===== config.mk =====
export PLATFORM = sky130hd
export DESIGN_NAME = cu_sequencer
export DESIGN_NICKNAME = d
export VERILOG_FILES = /design/src/rtl/cu_sequencer.sv
export SDC_FILE = /design/constraint.sdc
export NUM_CORES = 1
export LEC_CHECK = 0
export ABC_AREA = 0
export ABC_CLOCK_PERIOD_IN_PS = 1850
export BUFFER_PORTS_ARGS = -buffer_cell sky130_fd_sc_hd__buf_2
export CORE_ASPECT_RATIO = 1.25
export CORE_MARGIN = 5
export CORE_UTILIZATION = 43
export DETAILED_ROUTE_END_ITERATION = 16
export GPL_TIMING_DRIVEN = 0
export PLACE_DENSITY_LB_ADDON = 0.05
export SKIP_LAST_GASP = 1
export SLEW_MARGIN = 5
export SYNTH_ARGS = -nofsm -noshare
export SYNTH_HDL_FRONTEND = slang
export SYNTH_SLANG_ARGS = --single-unit
export TNS_END_PERCENT = 1

===== constraint.sdc =====
create_clock -name CLK -period 1.85 [get_ports CLK]
set_input_delay 0.185 -clock CLK [delete_from_list [all_inputs] [get_ports CLK]]
set_output_delay 0.185 -clock CLK [all_outputs]
set_load 0.03 [all_outputs]

===== src/rtl/cu_sequencer.sv =====
// cu_sequencer: Moore control unit for the ARM-subset datapath (fetch, decode, DP, load/store, branch).
// Optional retired-instruction counter on instr_cnt is built only when CU_PERF_EN is defined.
module cu_sequencer #(
  parameter int DATA_W      = 32,
  parameter int MOC_TIMEOUT = 15,
  parameter int OP_W        = 5
) (
  input  logic              CLK,
  input  logic              CLR,
  input  logic              moc,
  input  logic [DATA_W-1:0] ir,
  input  logic [3:0]        flags,
  output logic              rf_ld,
  output logic              ir_ld,
  output logic              mar_ld,
  output logic              mdr_ld,
  output logic              rw,
  output logic              mov,
  output logic [1:0]        data_type,
  output logic              fr_ld,
  output logic [OP_W-1:0]   alu_op,
  output logic [3:0]        state,
  output logic              fault,
  output logic [31:0]       instr_cnt
);

  localparam logic [3:0] S_RESET   = 4'd0;
  localparam logic [3:0] S_FETCH0  = 4'd1;
  localparam logic [3:0] S_FETCH1  = 4'd2;
  localparam logic [3:0] S_PC_INC  = 4'd3;
  localparam logic [3:0] S_DECODE  = 4'd4;
  localparam logic [3:0] S_DP_EXEC = 4'd5;
  localparam logic [3:0] S_LS_ADDR = 4'd6;
  localparam logic [3:0] S_LS_MEM  = 4'd7;
  localparam logic [3:0] S_LD_WB   = 4'd8;
  localparam logic [3:0] S_BR_EXEC = 4'd9;
  localparam logic [3:0] S_BL_LINK = 4'd10;
  localparam logic [3:0] S_FAULT   = 4'd15;

  localparam logic [OP_W-1:0] ALU_SUB      = OP_W'(5'h02);
  localparam logic [OP_W-1:0] ALU_ADD      = OP_W'(5'h04);
  localparam logic [OP_W-1:0] ALU_PC_OFS   = OP_W'(5'h10);
  localparam logic [OP_W-1:0] ALU_PASS_PC  = OP_W'(5'h11);
  localparam logic [OP_W-1:0] ALU_PC_INC   = OP_W'(5'h12);
  localparam logic [OP_W-1:0] ALU_PASS_MDR = OP_W'(5'h13);
  localparam logic [OP_W-1:0] ALU_LINK     = OP_W'(5'h14);

  localparam logic [1:0] DT_BYTE = 2'b00;
  localparam logic [1:0] DT_WORD = 2'b10;

  localparam logic [7:0] WAIT_LIMIT = 8'(MOC_TIMEOUT);

  logic [3:0] state_nx;
  logic [7:0] wait_cnt;
  logic       mem_state;
  logic       timeout;
  logic       is_load;
  logic       unused_ir;

  // Only ir[31:20] is decoded; the remaining bits are reserved for wider encodings.
  assign unused_ir = ^{ir, 1'b0};
  assign is_load   = ir[20];

  function automatic logic cond_pass(input logic [3:0] c, input logic [3:0] f);
    logic n, z, cy, v, res;
    {n, z, cy, v} = f;
    case (c)
      4'h0:    res = z;
      4'h1:    res = !z;
      4'h2:    res = cy;
      4'h3:    res = !cy;
      4'h4:    res = n;
      4'h5:    res = !n;
      4'h6:    res = v;
      4'h7:    res = !v;
      4'h8:    res = cy && !z;
      4'h9:    res = !cy || z;
      4'hA:    res = (n == v);
      4'hB:    res = (n != v);
      4'hC:    res = !z && (n == v);
      4'hD:    res = z || (n != v);
      4'hE:    res = 1'b1;
      default: res = 1'b0;
    endcase
    return res;
  endfunction

  // Wait counter is held at zero outside the memory states, so it starts from 0 on entry.
  assign mem_state = (state == S_FETCH1) || (state == S_LS_MEM);
  assign timeout   = !moc && (wait_cnt == WAIT_LIMIT);

  // NOTE: sequential state uses non-blocking assignments so every flop samples pre-edge values.
  always_ff @(posedge CLK) begin
    if (CLR || !mem_state) begin
      wait_cnt <= '0;
    end else if (!moc) begin
      wait_cnt <= wait_cnt + 8'd1;
    end
  end

  always_ff @(posedge CLK) begin
    if (CLR) begin
      state <= S_RESET;
    end else begin
      state <= state_nx;
    end
  end

  always_comb begin
    state_nx = S_FAULT;
    case (state)
      S_RESET:  state_nx = S_FETCH0;
      S_FETCH0: state_nx = S_FETCH1;
      S_FETCH1: begin
        if (moc)          state_nx = S_PC_INC;
        else if (timeout) state_nx = S_FAULT;
        else              state_nx = S_FETCH1;
      end
      S_PC_INC: state_nx = S_DECODE;
      S_DECODE: begin
        if (!cond_pass(ir[31:28], flags)) begin
          state_nx = S_FETCH0;
        end else begin
          case (ir[27:26])
            2'b00:   state_nx = S_DP_EXEC;
            2'b01:   state_nx = S_LS_ADDR;
            2'b10:   state_nx = S_BR_EXEC;
            default: state_nx = S_FAULT;
          endcase
        end
      end
      S_DP_EXEC: state_nx = S_FETCH0;
      S_LS_ADDR: state_nx = S_LS_MEM;
      S_LS_MEM: begin
        if (moc)          state_nx = is_load ? S_LD_WB : S_FETCH0;
        else if (timeout) state_nx = S_FAULT;
        else              state_nx = S_LS_MEM;
      end
      S_LD_WB:   state_nx = S_FETCH0;
      S_BR_EXEC: state_nx = ir[24] ? S_BL_LINK : S_FETCH0;
      S_BL_LINK: state_nx = S_FETCH0;
      default:   state_nx = S_FAULT;
    endcase
  end

  // IR/MDR loads are held for the whole memory state; the capture that matters
  // is the one on the edge where moc is high, which is also the state exit edge.
  always_comb begin
    // NOTE: every output gets a default first so no path through the case infers a latch.
    rf_ld     = 1'b0;
    ir_ld     = 1'b0;
    mar_ld    = 1'b0;
    mdr_ld    = 1'b0;
    rw        = 1'b0;
    mov       = 1'b0;
    data_type = DT_WORD;
    fr_ld     = 1'b0;
    alu_op    = '0;
    fault     = 1'b0;
    case (state)
      S_FETCH0: begin
        mar_ld = 1'b1;
        alu_op = ALU_PASS_PC;
      end
      S_FETCH1: begin
        mov   = 1'b1;
        rw    = 1'b1;
        ir_ld = 1'b1;
      end
      S_PC_INC: begin
        rf_ld  = 1'b1;
        alu_op = ALU_PC_INC;
      end
      S_DP_EXEC: begin
        alu_op = OP_W'({1'b0, ir[24:21]});
        fr_ld  = ir[20];
        rf_ld  = (ir[24:23] != 2'b10);
      end
      S_LS_ADDR: begin
        mar_ld = 1'b1;
        alu_op = ir[23] ? ALU_ADD : ALU_SUB;
        mdr_ld = !is_load;
      end
      S_LS_MEM: begin
        mov       = 1'b1;
        rw        = is_load;
        data_type = ir[22] ? DT_BYTE : DT_WORD;
        mdr_ld    = is_load;
      end
      S_LD_WB: begin
        rf_ld  = 1'b1;
        alu_op = ALU_PASS_MDR;
      end
      S_BR_EXEC: begin
        rf_ld  = 1'b1;
        alu_op = ALU_PC_OFS;
      end
      S_BL_LINK: begin
        rf_ld  = 1'b1;
        alu_op = ALU_LINK;
      end
      S_FAULT:  fault = 1'b1;
      default:  ;
    endcase
  end

`ifdef CU_PERF_EN
  logic [31:0] retire_cnt;
  logic        retire;

  // Every entry to FETCH0 other than the one out of RESET retires an instruction.
  assign retire = (state_nx == S_FETCH0) && (state != S_RESET);

  always_ff @(posedge CLK) begin
    if (CLR) begin
      retire_cnt <= '0;
    end else if (retire) begin
      retire_cnt <= retire_cnt + 32'd1;
    end
  end

  assign instr_cnt = retire_cnt;
`else
  assign instr_cnt = 32'd0;
`endif

endmodule


==> results_dict.tcl <==
set metrics [dict create \
    grt_pass1_vias 1150 \
    reg2reg_slack_ns 0.21 \
    drtIter0Drc 57 \
    met3_usage_pct 1.56 \
    viasPerCell 4.64 \
    grt_use_met2_pct 26.1 \
    gp_congestion 0.762 \
    ys_seq_area_share_pct 17.0 \
    final_cell_mix "buf_4 (36), buf_2 (34), conb_1 (33)" \
    cts_sinks 12 \
    cp.required_ns 1.66 \
    fin_tns_setup_ns 0 \
    clk_path_buf_depth 2 \
    postSynthAreaPerCell_sq_um 7.33 \
    postLayoutSetupSlackWorst_ns 0.100 \
    use_met1_pct 16.8 \
    routed_wl_um 3230 \
    antenna_found_initial 0 \
    synthArstFlopShare_pct 0 \
    dp_hpwl_um 2720 \
    wl_per_cell_um 10.8 \
    synth-seq-cells 12 \
    hp-class "input pin to flop" \
    grt_max_degree 11 \
    synth-main-ff-cell "dfxtp_1" \
    vdd_drop_max_mv 0.603 \
    yosysWarnings 0 \
    busiest_layer "met2" \
    r2r_start "state[1]$_SDFF_PP0_" \
    hold_viol_final 0 \
    worstPathArrival_ns 1.56 \
    start_kind "flop" \
    ant_nets 0 \
    pin_count 90 \
    cts.htree.levels 1 \
    drtPass1Iterations 4 \
    drc_errors 0 \
    hold_slack_ns 0.246 \
    finalCritPeriodShare_pct 94.6 \
    rsz0062_at_grt "yes" \
    core_sq_mm 0.00319 \
    startpoint "state[2]$_SDFF_PP0_" \
    clkLatencyLatePin_ns 0.23 \
    synthCells 193 \
    reg2reg_depth 6 \
    cts_buffers 3 \
    finalNonFillerCells 300 \
    fillers 330 \
    critPathKind "flop to output pin" \
    synth_edf_count 0 \
    postCtsSetupBuffers 0 \
    path_max_fanout 10 \
    place_ws_ns -0.108 \
    grtUsageTotal_pct 13.8 \
    cts.clk_slew.worst_paths_ns 0.05 \
    drive_above_1_share_pct 35.7 \
    end_kind "output pin" \
    maxCapViolations 0 \
    finClkSkew_ns 0.00161 \
    syn_area_sq_mm 0.00142 \
    start_util_pct 44.3 \
    nets 304 \
    setup_viol 0 \
    overflow 0 \
    die-area_sq_mm 0.00455 \
    diodes 0 \
    dp_cells 296 \
    cellLeakagePower_nw 0.946 \
    grt_pass1_wl_um 5090 \
    via_count 1391 \
    status "completed" \
    period_needed_ns 1.75 \
    die_h_um 74.1 \
    cts_tree "yes" \
    cp-endpoint "alu_op[1]" \
    synth_cell_types 56 \
    cts.hold.buffers_added 0 \
    io_buffers 34 \
    die_w_um 61.3 \
    areaGrowthSynthToFinish_pct 32.2 \
    power_density_mw_per_mm2 826 \
    post_cts_resized 7 \
    slew_violations 0 \
    clockRootBuffer "clkbuf_8" \
    max_freq_mhz 572 \
    std_cell_rows 23 \
    final_common_cell "buf_4" \
    crit-reg2reg-capture "state[0]$_SDFF_PP0_" \
]
metrics by stage:
step / total power [mW] / area [sq um] / utilization, %
final: 1.55 / 1870 / 58.6
after global routing: 1.67 / 1870 / 58.6
after CTS: 1.52 / 1840 / 57.5
after detailed placement: 1.23 / 1770 / 55.4
after global placement: 1.23 / 1770 / 55.4
after floorplan: 1.03 / 1550 / -
cells in the mapped netlist, types with 2 or more instances:
cell type | count | area, sq um
mux2i_1 | 3 | 30.0
buf_1 | 2 | 7.51
o21ai_0 | 6 | 30.0
a32oi_1 | 2 | 17.5
nand2_1 | 7 | 26.3
nor2b_1 | 8 | 50.1
nor3_1 | 2 | 10.0
buf_2 | 4 | 20.0
xnor2_1 | 6 | 52.6
and3_1 | 7 | 43.8
nand3_1 | 4 | 20.0
a21oi_1 | 11 | 55.1
buf_4 | 33 | 248
o22ai_1 | 2 | 12.5
dfxtp_1 | 12 | 240
o21a_1 | 2 | 15.0
inv_1 | 5 | 18.8
nand4_1 | 3 | 18.8
a211oi_1 | 2 | 15.0
xor2_1 | 4 | 35.0
nor3b_1 | 2 | 15.0
nand2b_1 | 6 | 37.5
a31oi_1 | 3 | 18.8
and2_1 | 2 | 12.5
nor2_1 | 22 | 82.6
clkbuf_1 | 3 | 11.3
routing by layer:
layer	share of wire (%)	up-vias
li1	-	757
met3	6.8	2
met4	0.37	0
met1	39	601
met2	54	31
met5	0	-
registers in the layout, summed over array words and instances, names as in the netlist:
name	cells
state	4
wait_cnt	8
power breakdown:
part	total, mW	switching (mW)	internal (mW)
sequential	0.294	0.0121	0.282
combinational	0.976	0.636	0.340
clock	0.275	0.0880	0.187
total	1.55	0.737	0.809
how the worst min path moves through the flow:
stage                     startpoint                   to  cells after the start
after floorplan               ir[26]  state[1]$_SDFF_PP0_                      2
final                         ir[26]  state[1]$_SDFF_PP0_                      3
after global routing          ir[26]  state[1]$_SDFF_PP0_                      3
after global placement        ir[26]  state[1]$_SDFF_PP0_                      3
after detailed placement      ir[26]  state[1]$_SDFF_PP0_                      3
after CTS                     ir[26]  state[1]$_SDFF_PP0_                      3
cell families after synthesis:
kind of cell,synth area share (%)
adders and majority gates,0.884
buffers and inverters,21.6
and+or+nand+nor,28.2
xor gates and xnor gates,6.19
AOI/OAI and AO/OA,23.8
other,0.265
DFF,17.0
muxes,2.12
layout make-up:
cell class / count / area, sq um / share of cell area [%]
clock buffer: 4 / 55.1 / 2.94
timing repair buffer: 34 / 175 / 9.36
buffer: 42 / 307 / 16.4
tap: 37 / 46.3 / 2.47
multi-input combinational: 166 / 1030 / 54.9
inverter: 5 / 18.8 / 1.00
sequential: 12 / 241 / 12.9
worst max-delay path, cell delays in order (launching register included):
cell	delay (ns)
dfxtp_1	0.37
clkbuf_4	0.23
buf_2	0.24
a32oi_1	0.12
o2bb2ai_1	0.16
clkbuf_4	0.21
(Power assumes the default switching activity.)
